File: src/rtl/prefetch_arbiter_if.sv
// Bundle of the prefetcher, D-cache miss and memory port signals seen by
// the prefetch arbiter. The slave modport is the arbiter's view, the master
// modport is the surrounding environment's view.
interface prefetch_arbiter_if #(
    parameter int unsigned LINE_W = 256
);
    // Prefetcher side
    logic              pref_read;
    logic [31:0]       pref_addr;
    logic              pref_resp;
    // D-cache miss path
    logic              dc_read;
    logic              dc_write;
    logic [31:0]       dc_addr;
    logic [LINE_W-1:0] dc_wdata;
    logic [LINE_W-1:0] dc_rdata;
    logic              dc_resp;
    // Memory port
    logic              mem_read;
    logic              mem_write;
    logic [31:0]       mem_addr;
    logic [LINE_W-1:0] mem_wdata;
    logic [LINE_W-1:0] mem_rdata;
    logic              mem_resp;

    modport slave (
        input  pref_read, pref_addr,
        input  dc_read, dc_write, dc_addr, dc_wdata,
        input  mem_rdata, mem_resp,
        output pref_resp,
        output dc_rdata, dc_resp,
        output mem_read, mem_write, mem_addr, mem_wdata
    );

    modport master (
        output pref_read, pref_addr,
        output dc_read, dc_write, dc_addr, dc_wdata,
        output mem_rdata, mem_resp,
        input  pref_resp,
        input  dc_rdata, dc_resp,
        input  mem_read, mem_write, mem_addr, mem_wdata
    );
endinterface

File: src/rtl/prefetch_arbiter.sv
// Arbitrates demand misses/writebacks against prefetches onto a single
// cacheline memory port, keeping prefetched lines in a small fully
// associative buffer that serves later demand reads without memory traffic.
module prefetch_arbiter #(
    parameter int unsigned LINE_W     = 256,
    parameter int unsigned s_offset   = 5,
    parameter int unsigned PB_ENTRIES = 4
) (
    input logic               clk,
    input logic               rst,
    prefetch_arbiter_if.slave bus_if
);
    localparam int unsigned TAG_W = 32 - s_offset;
    localparam int unsigned PTR_W = $clog2(PB_ENTRIES);

    typedef enum logic [2:0] {
        IDLE,
        HIT,
        DEM_RD,
        DEM_WR,
        PREF_RD,
        PREF_DROP,
        DONE
    } state_t;

    state_t                  state_q;
    logic [TAG_W-1:0]        tag_q  [PB_ENTRIES];
    logic [LINE_W-1:0]       data_q [PB_ENTRIES];
    logic [PB_ENTRIES-1:0]   valid_q;
    logic [PTR_W-1:0]        ptr_q;
    logic [TAG_W-1:0]        line_q;
    logic [LINE_W-1:0]       hit_data_q;
    logic                    mem_read_q;
    logic                    mem_write_q;

    logic [TAG_W-1:0]        dc_tag;
    logic [TAG_W-1:0]        pref_tag;
    logic [PB_ENTRIES-1:0]   dc_hit_vec;
    logic [PB_ENTRIES-1:0]   pref_hit_vec;
    logic [LINE_W-1:0]       dc_hit_data;
    logic                    fill_en;

    assign fill_en = (state_q == PREF_RD) && bus_if.mem_resp;

    // Buffer lookup for both requesters; tags are unique so OR-merging
    // the matching entries yields the single hit line.
    always_comb begin
        dc_tag       = bus_if.dc_addr[31:s_offset];
        pref_tag     = bus_if.pref_addr[31:s_offset];
        dc_hit_vec   = '0;
        pref_hit_vec = '0;
        dc_hit_data  = '0;
        for (int unsigned i = 0; i < PB_ENTRIES; i++) begin
            if (valid_q[i] && (tag_q[i] == dc_tag)) begin
                dc_hit_vec[i] = 1'b1;
                dc_hit_data   = dc_hit_data | data_q[i];
            end
            if (valid_q[i] && (tag_q[i] == pref_tag)) begin
                pref_hit_vec[i] = 1'b1;
            end
        end
    end

    // Line storage for the buffer; validity lives in the FSM block.
    always_ff @(posedge clk) begin
        if (fill_en) begin
            tag_q[ptr_q]  <= line_q;
            data_q[ptr_q] <= bus_if.mem_rdata;
        end
    end

    // Arbitration FSM with registered memory strobes and buffer bookkeeping.
    always_ff @(posedge clk) begin
        if (rst) begin
            state_q     <= IDLE;
            valid_q     <= '0;
            ptr_q       <= '0;
            line_q      <= '0;
            hit_data_q  <= '0;
            mem_read_q  <= 1'b0;
            mem_write_q <= 1'b0;
        end else begin
            unique case (state_q)
                IDLE: begin
                    if (bus_if.dc_write) begin
                        line_q      <= dc_tag;
                        valid_q     <= valid_q & ~dc_hit_vec;
                        mem_write_q <= 1'b1;
                        state_q     <= DEM_WR;
                    end else if (bus_if.dc_read) begin
                        line_q <= dc_tag;
                        if (|dc_hit_vec) begin
                            hit_data_q <= dc_hit_data;
                            state_q    <= HIT;
                        end else begin
                            mem_read_q <= 1'b1;
                            state_q    <= DEM_RD;
                        end
                    end else if (bus_if.pref_read) begin
                        line_q <= pref_tag;
                        if (|pref_hit_vec) begin
                            state_q <= PREF_DROP;
                        end else begin
                            mem_read_q <= 1'b1;
                            state_q    <= PREF_RD;
                        end
                    end
                end
                HIT: state_q <= DONE;
                DEM_RD: begin
                    if (bus_if.mem_resp) begin
                        mem_read_q <= 1'b0;
                        state_q    <= DONE;
                    end
                end
                DEM_WR: begin
                    if (bus_if.mem_resp) begin
                        mem_write_q <= 1'b0;
                        state_q     <= DONE;
                    end
                end
                PREF_RD: begin
                    if (bus_if.mem_resp) begin
                        valid_q[ptr_q] <= 1'b1;
                        ptr_q          <= ptr_q + 1'b1;
                        mem_read_q     <= 1'b0;
                        state_q        <= DONE;
                    end
                end
                PREF_DROP: state_q <= DONE;
                DONE:      state_q <= IDLE;
                default:   state_q <= IDLE;
            endcase
        end
    end

    // Output decode; completion pulses in memory states pass mem_resp through.
    always_comb begin
        bus_if.mem_read  = mem_read_q;
        bus_if.mem_write = mem_write_q;
        bus_if.mem_addr  = (mem_read_q || mem_write_q) ? {line_q, {s_offset{1'b0}}} : '0;
        bus_if.mem_wdata = '0;
        bus_if.dc_resp   = 1'b0;
        bus_if.dc_rdata  = '0;
        bus_if.pref_resp = 1'b0;
        unique case (state_q)
            HIT: begin
                bus_if.dc_resp  = 1'b1;
                bus_if.dc_rdata = hit_data_q;
            end
            DEM_RD: begin
                bus_if.dc_resp  = bus_if.mem_resp;
                bus_if.dc_rdata = bus_if.mem_rdata;
            end
            DEM_WR: begin
                bus_if.dc_resp   = bus_if.mem_resp;
                bus_if.mem_wdata = bus_if.dc_wdata;
            end
            PREF_RD:   bus_if.pref_resp = bus_if.mem_resp;
            PREF_DROP: bus_if.pref_resp = 1'b1;
            default: ;
        endcase
    end
endmodule

File: src/flat_wrapper.sv
// flat-port wrapper written by rule: the top's interface ports become plain ports
module prefetch_arbiter_flat 
#(
    parameter int unsigned LINE_W     = 256,
    parameter int unsigned s_offset   = 5,
    parameter int unsigned PB_ENTRIES = 4
)
  (clk, rst, bus_if_pref_read, bus_if_pref_addr, bus_if_dc_read, bus_if_dc_write, bus_if_dc_addr, bus_if_dc_wdata, bus_if_mem_rdata, bus_if_mem_resp, bus_if_pref_resp, bus_if_dc_rdata, bus_if_dc_resp, bus_if_mem_read, bus_if_mem_write, bus_if_mem_addr, bus_if_mem_wdata);
  prefetch_arbiter_if #(.LINE_W(LINE_W)) bus_if_i ();
  input logic clk;
  input logic rst;
  input wire logic [$bits(bus_if_i.pref_read)-1:0] bus_if_pref_read;
  input wire logic [$bits(bus_if_i.pref_addr)-1:0] bus_if_pref_addr;
  input wire logic [$bits(bus_if_i.dc_read)-1:0] bus_if_dc_read;
  input wire logic [$bits(bus_if_i.dc_write)-1:0] bus_if_dc_write;
  input wire logic [$bits(bus_if_i.dc_addr)-1:0] bus_if_dc_addr;
  input wire logic [$bits(bus_if_i.dc_wdata)-1:0] bus_if_dc_wdata;
  input wire logic [$bits(bus_if_i.mem_rdata)-1:0] bus_if_mem_rdata;
  input wire logic [$bits(bus_if_i.mem_resp)-1:0] bus_if_mem_resp;
  output wire logic [$bits(bus_if_i.pref_resp)-1:0] bus_if_pref_resp;
  output wire logic [$bits(bus_if_i.dc_rdata)-1:0] bus_if_dc_rdata;
  output wire logic [$bits(bus_if_i.dc_resp)-1:0] bus_if_dc_resp;
  output wire logic [$bits(bus_if_i.mem_read)-1:0] bus_if_mem_read;
  output wire logic [$bits(bus_if_i.mem_write)-1:0] bus_if_mem_write;
  output wire logic [$bits(bus_if_i.mem_addr)-1:0] bus_if_mem_addr;
  output wire logic [$bits(bus_if_i.mem_wdata)-1:0] bus_if_mem_wdata;
  assign bus_if_i.pref_read = bus_if_pref_read;
  assign bus_if_i.pref_addr = bus_if_pref_addr;
  assign bus_if_i.dc_read = bus_if_dc_read;
  assign bus_if_i.dc_write = bus_if_dc_write;
  assign bus_if_i.dc_addr = bus_if_dc_addr;
  assign bus_if_i.dc_wdata = bus_if_dc_wdata;
  assign bus_if_i.mem_rdata = bus_if_mem_rdata;
  assign bus_if_i.mem_resp = bus_if_mem_resp;
  assign bus_if_pref_resp = bus_if_i.pref_resp;
  assign bus_if_dc_rdata = bus_if_i.dc_rdata;
  assign bus_if_dc_resp = bus_if_i.dc_resp;
  assign bus_if_mem_read = bus_if_i.mem_read;
  assign bus_if_mem_write = bus_if_i.mem_write;
  assign bus_if_mem_addr = bus_if_i.mem_addr;
  assign bus_if_mem_wdata = bus_if_i.mem_wdata;
  prefetch_arbiter #(.LINE_W(LINE_W), .s_offset(s_offset), .PB_ENTRIES(PB_ENTRIES)) u_core (.clk(clk), .rst(rst), .bus_if(bus_if_i));
endmodule
File: config.mk
export PLATFORM = sky130hd
export DESIGN_NAME = prefetch_arbiter_flat
export DESIGN_NICKNAME = d
export VERILOG_FILES = /design/src/rtl/prefetch_arbiter_if.sv /design/src/rtl/prefetch_arbiter.sv /design/src/flat_wrapper.sv
export SDC_FILE = /design/constraint.sdc
export NUM_CORES = 2
export LEC_CHECK = 0
export CAP_MARGIN = 20
export CORE_AREA = 2 2 435 437
export DETAILED_ROUTE_END_ITERATION = 16
export DIE_AREA = 0 0 437 439
export SETUP_SLACK_MARGIN = 0.5
export SKIP_LAST_GASP = 1
export SYNTH_ARGS = -nofsm -noshare
export SYNTH_HDL_FRONTEND = slang
export SYNTH_SLANG_ARGS = --single-unit
File: constraint.sdc
create_clock -name clk -period 10.39 [get_ports clk]
set_clock_uncertainty 0.15 [all_clocks]
set_input_delay 2.078 -clock clk [delete_from_list [all_inputs] [get_ports clk]]
set_output_delay 2.078 -clock clk [all_outputs]
set_load 0.02 [all_outputs]
==> summary.md <==
| Metric | Value |
|---|---|
| Met3 usage | `0.0773` |
| Post-Synthesis Mean Instance Area | `14.8 um^2` |
| Clk slew on worst S/H paths | `0.06 ns` |
| Cell taking the most area after synthesis | `edfxtp_1` |
| Worst Setup End Kind | `flip-flop` |
| Startpoint types | `input pin` |
| Synth cell types | `45` |
| Least-Margin Pin Slew | `1.64 ns` |
| Top cells by area, synth | `edfxtp_1, dfxtp_1, a22o_1, a221oi_1, and2_1` |
| Register area | `0.0399 mm^2` |
| Slew Limit Fails | `74` |
| Seq pwr share | `0.471` |
| Via density | `5.27` |
| Gr busiest metal | `met2` |
| Placed instance count | `7129` |
| Clock buffer depth | `3` |
| Syn Std Cell Area | `0.0569 mm^2` |
| Remaining antenna violation count | `0` |
| CTS tree | `done` |
| Met2 GRT Util | `0.445` |
| Post-DP HPWL | `181000 um` |
| FFs w/ async S/R, synth | `0` |
| RePlAce Congestion | `1.04` |
| Via count | `39300` |
| # rows | `159` |
| Yosys reg bits | `1426` |
| Largest net degree at the start of global routing | `258` |
| Failing checks | `slew limit` |
| P_int | `10.1 mW` |
| Layout overhead on the synthesized area | `32.2%` |
| First-pass DRT Iterations | `5` |
| Grt ovf | `0` |
| Port Buf Inserts | `1114` |
| Initial Utilization | `0.304` |
| Fin cells | `7459` |
| CTS resizes | `0` |
| Yosys warnings | `0` |
| Drt drc | `0` |
| Final min period | `6.58 ns` |
| EDFF count, synth | `1132` |
| H-tree depth | `4` |
| Worst rel slew slack | `-0.0911` |
| Detailed Route WL | `262000 um` |
| Io pins | `1130` |
| Sequential area share after synthesis | `0.701` |
| M1 GR Usage | `0.262` |
| Worst path required time | `10.94 ns` |
| Worst skew pair latency | `0.81 ns` |
| Max Cap Violations | `0` |
| Clock root buffer | `clkbuf_16` |
| Clk pwr share | `0.399` |
| Mapped Cells | `3842` |
| RSZ-0062 raised after global routing | `no` |
| CORE AREA | `0.187 mm^2` |
| Final Hold Viols | `0` |
| Power Dens Cells | `181 mW/mm^2` |
| Initial antenna violation count | `115` |
| HP Class | `flip-flop to flip-flop` |
| Final #Nets | `5372` |
| Share of cells above drive strength 1 | `0.0794` |
| Top-area cell type share of the netlist area | `0.597` |
| Global-route usage over all layers | `0.264` |
| Sw Share | `0.258` |
| Clock sink count | `1426` |
| Commonest cells in the netlist | `edfxtp_1, a22o_1, nor2_1` |
| Die height | `439 um` |
| Post-Route Setup TNS | `0 ns` |
| Prevailing post-synth register cell | `edfxtp_1` |
| Die ar. | `0.192 mm^2` |
| Max Clock Freq | `0.152 GHz` |
| Sw power | `3.50 mW` |
| Filler Cells Inserted | `17400` |
| Die Wd | `437 um` |
| Post-CTS setup buffers | `0` |
| First-pass GRT wire length | `344000 um` |
| Leak | `23.5 nW` |
| Total chip power | `13.6 mW` |
| Worst-path fanout max | `142` |
| Fin crit share | `0.633` |
| Vias in the first global route | `38400` |
| Multi-input logic area | `0.0154 mm^2` |
| Crit Path Category | `input pin to flip-flop` |
| Routed WL per cell | `35.1 um` |
| Total CTS buffers | `150` |
| Status | `finished with violations` |
| Final setup violation count | `0` |
| Worst VDD drop | `0.135 mV` |
| WP data arrival | `7.13 ns` |
| Count leader, synth | `edfxtp_1` |
| # hold bufs at CTS | `0` |
| Logic pwr share | `0.129` |
| DRT iter0 DRCs | `3021` |
registers in the layout, summed over array words and instances, names as in the netlist:
register                 count
u_core.bus_if.mem_write      1
u_core.line_q               27
u_core.hit_data_q          256
u_core.state_q               3
u_core.ptr_q                 2
u_core.valid_q               4
u_core.data_q             1024
u_core.tag_q               108
u_core.bus_if.mem_read       1
layer usage:
metal | vias to the layer above | part of all wire
li1 | 17100 | -
met1 | 19900 | 0.33
met2 | 1709 | 0.49
met3 | 553 | 0.075
met4 | 40 | 0.10
met5 | - | 0.0010
cells by family after synthesis:
group / after synthesis / synth area share
other: 1 / 0.0000659
adder cells (fa/ha/maj): 4 / 0.000879
AO/OA/AOI/OAI: 1108 / 0.171
AND/OR/NAND/NOR: 711 / 0.0640
buffers and inverters: 376 / 0.0305
XOR/XNOR: 216 / 0.0332
flip-flops: 1426 / 0.701
worst max-delay path, stage by stage:
cell and delay (ns):
clkdlybuf4s50_1 0.70, xnor2_1 0.17, nand4_1 0.28, nor4_1 0.95, and4_4 0.74, nor4_2 0.17
nor4b_4 0.39, buf_12 0.39, buf_4 0.77, nor2_1 0.09, a211oi_1 0.26
stage by stage:
step / hold WS [ns] / utilization / instance area, um^2 / worst slack (ns)
floorplan: 0.319 / - / 56900 / 0.728
global route: 0.370 / 0.402 / 75200 / 3.57
global placement: 0.337 / 0.375 / 70100 / 3.07
detailed placement: 0.342 / 0.375 / 70100 / 2.98
CTS: 0.350 / 0.402 / 75100 / 3.74
finish: 0.349 / 0.402 / 75200 / 3.81
power by group through the flow:
stage	Clock [mW]	Sequential (mW)	Combinational, mW
after floorplan	0	6.51	0.717
after global placement	0	6.51	1.75
after detailed placement	0	6.52	1.75
after CTS	5.52	6.39	1.76
after global routing	5.72	6.40	1.81
final	5.42	6.40	1.76
path summary, 6_finish.rpt:
kind / end / start / cells past startpoint / slack (ns)
max: u_core.hit_data_q[122] / bus_if_dc_addr[26] / 11 / 3.81
min: u_core.hit_data_q[228] / u_core.hit_data_q[228] / 2 / 0.35
max reg2reg: u_core.hit_data_q[238] / u_core.tag_q[0][17] / 8 / 5.29
min reg2reg: u_core.hit_data_q[228] / u_core.hit_data_q[228] / 2 / 0.35
cells in the final DEF, fill, tap and decap left out, types with 51 or more instances in the layout:
| cell | netlist | final |
|---|---|---|
| a221oi_1 | 256 | 256 |
| a22o_1 | 513 | 513 |
| clkdlybuf4s50_1 | 0 | 1113 |
| edfxtp_1 | 1132 | 1132 |
| nor2_1 | 296 | 292 |
| and2_1 | 257 | 257 |
| a211oi_1 | 157 | 157 |
| diode_2 | 0 | 51 |
| xnor2_1 | 157 | 157 |
| clkbuf_16 | 0 | 150 |
| a211oi_2 | 100 | 100 |
| dfxtp_1 | 294 | 294 |
| xor2_1 | 59 | 59 |
final cells by class:
| class | instances | area share |
|---|---|---|
| sequential | 1426 | 0.530 |
| multi-input combinational | 2044 | 0.205 |
| timing repair buffer | 1158 | 0.155 |
| clock buffer | 195 | 0.0543 |
| tap | 2495 | 0.0415 |
| clock inverter | 84 | 0.0121 |
| antenna | 51 | 0.00170 |
| inverter | 6 | 0.000299 |
No activity file was read; power rests on OpenSTA's default activity.
